==> src/rtl/wb_commit_unit.sv <==
// Writeback commit unit: takes the dual-lane EX/WB results, filters them,
// and retires them in program order onto one or two register-file write ports.
// Writes that cannot retire this cycle wait in a small pending FIFO. Readers
// query that FIFO through the lookup ports.
module wb_commit_unit #(
    parameter int unsigned DEPTH     = 4,
    parameter int unsigned DUAL_PORT = 0
) (
    input  logic        clk,
    input  logic        rst,
    input  logic        reg_write1_wb,
    input  logic        reg_write2_wb,
    input  logic [4:0]  rd1_wb,
    input  logic [4:0]  rd2_wb,
    input  logic [2:0]  au_mul_lsu1_wb,
    input  logic [2:0]  au_mul_lsu2_wb,
    input  logic [31:0] au1_wb,
    input  logic [31:0] au2_wb,
    input  logic [31:0] mul1_wb,
    input  logic [31:0] mul2_wb,
    input  logic [31:0] lsu_wb,
    output logic        rf_we1,
    output logic [4:0]  rf_waddr1,
    output logic [31:0] rf_wdata1,
    output logic        rf_we2,
    output logic [4:0]  rf_waddr2,
    output logic [31:0] rf_wdata2,
    output logic        wb_stall,
    input  logic [4:0]  lookup_addr1,
    input  logic [4:0]  lookup_addr2,
    output logic        lookup_hit1,
    output logic [31:0] lookup_data1,
    output logic        lookup_hit2,
    output logic [31:0] lookup_data2,
    output logic        sel_err,
    output logic        ovf
);

    localparam int unsigned PW = $clog2(DEPTH);
    localparam int unsigned CW = $clog2(DEPTH + 1);
    localparam int unsigned NP = (DUAL_PORT != 0) ? 2 : 1;
    localparam logic [CW-1:0] NP_C    = CW'(NP);
    localparam logic [CW-1:0] DEPTH_C = CW'(DEPTH);
    // Two free entries absorb the pair already in flight when stall rises.
    localparam logic [CW-1:0] STALL_C = CW'(DEPTH - 2);

    typedef struct packed {
        logic [4:0]  addr;
        logic [31:0] data;
    } wr_t;

    function automatic logic is_onehot(input logic [2:0] s);
        return (s == 3'b001) || (s == 3'b010) || (s == 3'b100);
    endfunction

    function automatic logic [31:0] pick(input logic [2:0] s, input logic [31:0] au,
                                         input logic [31:0] mul, input logic [31:0] lsu);
        case (s)
            3'b001:  return au;
            3'b010:  return mul;
            3'b100:  return lsu;
            default: return '0;
        endcase
    endfunction

    wr_t           fifo_q [DEPTH];
    logic [PW-1:0] rd_ptr_q, rd_ptr_d, wr_ptr_q, wr_ptr_d;
    logic [CW-1:0] count_q, count_d;
    logic          we1_q, we1_d, we2_q, we2_d;
    logic [4:0]    waddr1_q, waddr1_d, waddr2_q, waddr2_d;
    logic [31:0]   wdata1_q, wdata1_d, wdata2_q, wdata2_d;
    logic          stall_q, stall_d, sel_err_q, sel_err_d, ovf_q, ovf_d;

    logic          v1, v2;
    wr_t           lane1, lane2;
    wr_t           cand [4];
    logic [3:0]    cand_v;
    wr_t           e0, e1;
    logic          e0_v, e1_v;
    logic          push1, push2, push_a_en, push_b_en;
    wr_t           push_a, push_b;
    logic [CW-1:0] pop_n, free_n, want_n, acc_n;

    // Lane decode: select result, drop x0 / illegal selects, resolve same-cycle WAW.
    always_comb begin
        lane1.addr = rd1_wb;
        lane1.data = pick(au_mul_lsu1_wb, au1_wb, mul1_wb, lsu_wb);
        lane2.addr = rd2_wb;
        lane2.data = pick(au_mul_lsu2_wb, au2_wb, mul2_wb, lsu_wb);
        v1 = reg_write1_wb && (rd1_wb != 5'd0) && is_onehot(au_mul_lsu1_wb);
        v2 = reg_write2_wb && (rd2_wb != 5'd0) && is_onehot(au_mul_lsu2_wb);
        if (v1 && v2 && (rd1_wb == rd2_wb)) begin
            v1 = 1'b0;
        end
        sel_err_d = (reg_write1_wb && !is_onehot(au_mul_lsu1_wb)) ||
                    (reg_write2_wb && !is_onehot(au_mul_lsu2_wb));
    end

    // Retire selection, FIFO push/pop accounting and stall computation.
    always_comb begin
        // Only the two oldest FIFO entries can ever reach a port this cycle.
        cand[0]   = fifo_q[rd_ptr_q];
        cand_v[0] = count_q >= CW'(1);
        cand[1]   = fifo_q[rd_ptr_q + PW'(1)];
        cand_v[1] = count_q >= CW'(2);
        cand[2]   = lane1;
        cand_v[2] = v1;
        cand[3]   = lane2;
        cand_v[3] = v2;

        e0   = '0;
        e1   = '0;
        e0_v = 1'b0;
        e1_v = 1'b0;
        for (int i = 0; i < 4; i++) begin
            if (cand_v[i]) begin
                if (!e0_v) begin
                    e0   = cand[i];
                    e0_v = 1'b1;
                end else if (!e1_v) begin
                    e1   = cand[i];
                    e1_v = 1'b1;
                end
            end
        end

        we1_d    = e0_v;
        waddr1_d = e0_v ? e0.addr : 5'd0;
        wdata1_d = e0_v ? e0.data : 32'd0;
        we2_d    = 1'b0;
        waddr2_d = 5'd0;
        wdata2_d = 32'd0;
        if ((NP == 2) && e1_v) begin
            we2_d    = 1'b1;
            waddr2_d = e1.addr;
            wdata2_d = e1.data;
            // Same address on both ports: the younger write alone survives.
            if (e0.addr == e1.addr) begin
                we1_d    = 1'b0;
                waddr1_d = 5'd0;
                wdata1_d = 32'd0;
            end
        end

        pop_n = (count_q >= NP_C) ? NP_C : count_q;

        // A lane is queued when its position in the retire stream is past the ports.
        push1  = v1 && (count_q >= NP_C);
        push2  = v2 && ((count_q + CW'(v1)) >= NP_C);
        push_a = push1 ? lane1 : lane2;
        push_b = lane2;
        want_n = CW'(push1) + CW'(push2);
        free_n = DEPTH_C - count_q + pop_n;
        acc_n  = (want_n > free_n) ? free_n : want_n;
        ovf_d  = ovf_q | (want_n > free_n);

        push_a_en = acc_n >= CW'(1);
        push_b_en = acc_n >= CW'(2);

        rd_ptr_d = rd_ptr_q + PW'(pop_n);
        wr_ptr_d = wr_ptr_q + PW'(acc_n);
        count_d  = count_q - pop_n + acc_n;
        stall_d  = count_d >= STALL_C;
    end

    // Control and RF-port registers with synchronous reset.
    always_ff @(posedge clk) begin
        if (rst) begin
            rd_ptr_q  <= '0;
            wr_ptr_q  <= '0;
            count_q   <= '0;
            we1_q     <= 1'b0;
            waddr1_q  <= 5'd0;
            wdata1_q  <= 32'd0;
            we2_q     <= 1'b0;
            waddr2_q  <= 5'd0;
            wdata2_q  <= 32'd0;
            stall_q   <= 1'b0;
            sel_err_q <= 1'b0;
            ovf_q     <= 1'b0;
        end else begin
            rd_ptr_q  <= rd_ptr_d;
            wr_ptr_q  <= wr_ptr_d;
            count_q   <= count_d;
            we1_q     <= we1_d;
            waddr1_q  <= waddr1_d;
            wdata1_q  <= wdata1_d;
            we2_q     <= we2_d;
            waddr2_q  <= waddr2_d;
            wdata2_q  <= wdata2_d;
            stall_q   <= stall_d;
            sel_err_q <= sel_err_d;
            ovf_q     <= ovf_d;
        end
    end

    // Pending-write storage; contents are only meaningful below count_q.
    always_ff @(posedge clk) begin
        if (!rst) begin
            if (push_a_en) begin
                fifo_q[wr_ptr_q] <= push_a;
            end
            if (push_b_en) begin
                fifo_q[wr_ptr_q + PW'(1)] <= push_b;
            end
        end
    end

    logic [4:0]  la [2];
    logic        lh [2];
    logic [31:0] ld [2];

    // Lookup: later matches override earlier ones, so scan lowest priority first.
    always_comb begin
        la[0] = lookup_addr1;
        la[1] = lookup_addr2;
        for (int q = 0; q < 2; q++) begin
            lh[q] = 1'b0;
            ld[q] = 32'd0;
            if (la[q] != 5'd0) begin
                if (we1_q && (waddr1_q == la[q])) begin
                    lh[q] = 1'b1;
                    ld[q] = wdata1_q;
                end
                if (we2_q && (waddr2_q == la[q])) begin
                    lh[q] = 1'b1;
                    ld[q] = wdata2_q;
                end
                for (int i = 0; i < DEPTH; i++) begin
                    if ((CW'(i) < count_q) && (fifo_q[rd_ptr_q + PW'(i)].addr == la[q])) begin
                        lh[q] = 1'b1;
                        ld[q] = fifo_q[rd_ptr_q + PW'(i)].data;
                    end
                end
            end
        end
    end

    assign rf_we1       = we1_q;
    assign rf_waddr1    = waddr1_q;
    assign rf_wdata1    = wdata1_q;
    assign rf_we2       = we2_q;
    assign rf_waddr2    = waddr2_q;
    assign rf_wdata2    = wdata2_q;
    assign wb_stall     = stall_q;
    assign sel_err      = sel_err_q;
    assign ovf          = ovf_q;
    assign lookup_hit1  = lh[0];
    assign lookup_data1 = ld[0];
    assign lookup_hit2  = lh[1];
    assign lookup_data2 = ld[1];

endmodule
==> config.mk <==
export PLATFORM = sky130hd
export DESIGN_NAME = wb_commit_unit
export DESIGN_NICKNAME = d
export VERILOG_FILES = /design/src/rtl/wb_commit_unit.sv
export SDC_FILE = /design/constraint.sdc
export NUM_CORES = 1
export LEC_CHECK = 0
export BUFFER_PORTS_ARGS = -buffer_cell sky130_fd_sc_hd__clkbuf_2
export CORE_ASPECT_RATIO = 1.25
export CORE_MARGIN = 1.5
export CORE_UTILIZATION = 50
export CTS_BUF_LIST = sky130_fd_sc_hd__clkbuf_4
export CTS_CLUSTER_DIAMETER = 120
export CTS_CLUSTER_SIZE = 28
export DETAILED_ROUTE_END_ITERATION = 10
export PLACE_DENSITY_LB_ADDON = 0.05
export SETUP_SLACK_MARGIN = 0.05
export SLEW_MARGIN = 0
export SYNTH_ARGS = -nofsm -noshare
export SYNTH_HDL_FRONTEND = slang
export SYNTH_SLANG_ARGS = --single-unit
==> constraint.sdc <==
create_clock -name clk -period 14 [get_ports clk]
set_input_delay 0 -clock clk [delete_from_list [all_inputs] [get_ports clk]]
set_output_delay 0 -clock clk [all_outputs]
set_load 0.01 [all_outputs]
==> metrics.md <==
| Metric | Value |
|---|---|
| Port Buffers | ~300 |
| Placer congestion estimate | between 0.8 and 0.9 |
| Final Hold Fails | 0 |
| Die Span X | 170 um |
| Root buf cell | clkbuf_4 |
| Die height | roughly 210 um |
| Worst slew margin | 0.0542 |
| Gr ovfl total | 0 |
| Final antenna-violating net count | 0 |
| GRT Util Overall | 0.371 |
| Most frequent CP cell | ha_1 |
| Leak | 7.91 nW |
| H-Tree Depth | 4 |
| Initial core utilization | 0.506 |
| Via/cell ratio | 6.61 |
| Final nets | 2312 |
| # placed instances | 2410 |
| Setup TNS Final | 0 ps |
| Global-route wire length before repair | 99.5 mm |
| Class of the worst hold path | primary input to flip-flop |
| Largest net degree at the start of global routing | between 100 and 150 |
| Async set-reset flop share out of synthesis | 0 |
| Yosys reg bits | between 150 and 200 |
| Yosys top cell area share | 0.256 |
| Worst-Skew Late Latency | about 670 ps |
| Max Fclk | around 150 MHz |
| Final Non-Filler Cells | around 2600 |
| Worst Tran Pin Value | ~1400 ps |
| Finished Core Util | 0.603 |
| Final min period | 6800 ps |
| Slowest CP cell | mux2i_1 |
| CTS tree | built |
| Post-CTS setup buffers | 0 |
| Clk buf depth | 2 |
| Hold slack final | 40.0 ps |
| Clock Sinks | a little under 200 |
| Post-route clock period utilization | 0.486 |
| Worst clock skew | ~28 ps |
| Critical path class | primary input to flip-flop |
| Routed Wire Length | 66.7 mm |
| DR WL/cell | 25.7 um |
| Area Growth Syn to Fin | 19.1% |
| Vias | 17100 |
| Drt drc | 0 |
| Synth Cell Area | 17400 sq um |
| Status | finished, final reports clean |
| Count of TritonRoute iterations in the first routing pass | 8 |
| Commonest cells in the netlist | nor2_1 (224), mux2i_1 (175), edfxtp_1 (148) |
| Yosys cell types | between 60 and 70 |
| EDFF count, synth | roughly 150 |
| Cell Rows | 76 |
| Register area share after synthesis | 0.311 |
| Syn Area/Cell | roughly 9.7 sq um |
| TritonCTS Buffers | 17 |
| Clk slew on worst S/H paths | around 180 ps |
| Cell with the most instances after synthesis | nor2_1 |
| # setup viols final | 0 |
| Power per Cell Area | 144 nW/um^2 |
| DR iter-0 viols | 1857 |
| CP Launch Type | primary input |
| CP Capture Type | flip-flop |
| Slowest stage delay, CP | around 700 ps |
| Crit path max fanout | 47 |
| RSZ-0062 raised after global routing | no |
| Vias in the first global route | approximately 17000 |
| Max VDD drop | around 140 uV |
| Yosys warning total | 0 |
| Leading area contributor after synthesis | edfxtp_1 |
| Max-cap viol count | 0 |
| DPL Wire Length | 39.7 mm |
| Initial antenna violation count | 2 |
| Worst EP required | about 14000 ps |
| Die ar. | between 30000 and 40000 sq um |
| # hold bufs at CTS | roughly 150 |
| Max-slew violation count | 0 |
| CP arrival | 7230 ps |
| Mapped Cells | approximately 1800 |
| CTS resizes | 0 |
| Core area | around 34000 sq um |
| Ports | 335 |
| Layout cells sized above 1 | 0.284 |
| Top FF cell, synth | edfxtp_1 |
| Synth top area cells | edfxtp_1 (26%), mux4_2 (11%), mux2i_1 (10%) |
| CP cell instances | dlygate4sd3_1 -> clkbuf_2 -> or4_4 -> o21ai_4 -> o21ba_1 -> a211oi_4 -> buf_4 -> ha_1 -> ha_1 -> o31a_1 -> ha_1 -> inv_1 -> ha_1 -> nor3b_1 -> o21ai_1 -> a21oi_4 -> mux2i_1 -> or4_2 -> buf_4 -> mux2i_1 -> dlygate4sd3_1 |
-- flip-flops by register name, summed over array words and instances, names as in the netlist --
register,count
sel_err,1
fifo_q,148
wb_stall,1
ovf,1
count_q,3
rd_ptr_q,2
rf_wdata1,32
rf_waddr1,5
wr_ptr_q,2
rf_we1,1
-- worst paths after layout --
path	from	endpoint	slack, ps	cells after the start
setup / recovery	rd2_wb[1]	fifo_q[1][10]$_DFFE_PP_	7200	21
hold / removal	lsu_wb[5]	rf_wdata1[5]$_SDFF_PP0_	40	6
setup reg to reg	count_q[2]$_SDFF_PP0_	fifo_q[1][10]$_DFFE_PP_	8360	14
hold reg to reg	ovf$_SDFF_PP0_	ovf$_SDFF_PP0_	630	2
-- final cells by class --
cell class	count	area, sq um
timing repair buffer	482	3270
antenna	1	2.50
sequential	196	5410
clock buffer	18	135
tap	468	586
clock inverter	14	136
fill	2990	13600
multi-input combinational	1403	11100
inverter	12	50.0
-- placed cells by master, fill, tap and decap left out, types with 64 or more instances in the layout --
cell,instances
mux2_2,71
nor2_1,219
clkbuf_2,296
a21oi_1,128
edfxtp_1,148
mux2i_1,175
o31ai_1,64
nand2_1,113
dlygate4sd3_1,151
a22oi_1,129
mux4_2,84
-- through the flow --
stage	setup WS (ps)	cell area, sq um	total power, W
after floorplan	8010	17500	0.00208
after global placement	7590	18900	0.00256
after detailed placement	7450	18900	0.00259
after CTS	7370	20700	0.00294
after global routing	6960	20700	0.00313
final	7200	20700	0.00298
-- worst max-delay path: cells and delay by family --
family | cells | cell delay [ps]
adders and majority gates | 4 | 1170
and+or+nand+nor | 3 | 1180
muxes | 2 | 850
AOI/OAI and AO/OA | 6 | 1430
buffers and inverters | 6 | 2590
-- metal layers --
layer	vias up	share of wire	track usage
met4	2	0.048	0.179
met1	8400	0.37	0.453
met2	1068	0.49	0.641
li1	7433	-	-
met3	236	0.086	0.0546
met5	-	0.00019	0
-- report_power, final --
part	leakage, nW	switching, W	internal, W
sequential	1.77	0.000118	0.000753
clock	0.144	0.000214	0.000107
combinational	6.00	0.00107	0.000725
total	7.91	0.00140	0.00158
-- logic make-up after synthesis --
logic type	count (synthesis)	synth area share
AOI/OAI and AO/OA	482	0.197
and+or+nand+nor	468	0.120
muxes	340	0.264
buffers and inverters	234	0.0671
DFF	196	0.311
xor gates and xnor gates	64	0.0323
adders and majority gates	10	0.00763
other	2	0.000432
Note: power is estimated with default switching activity, not from simulation.
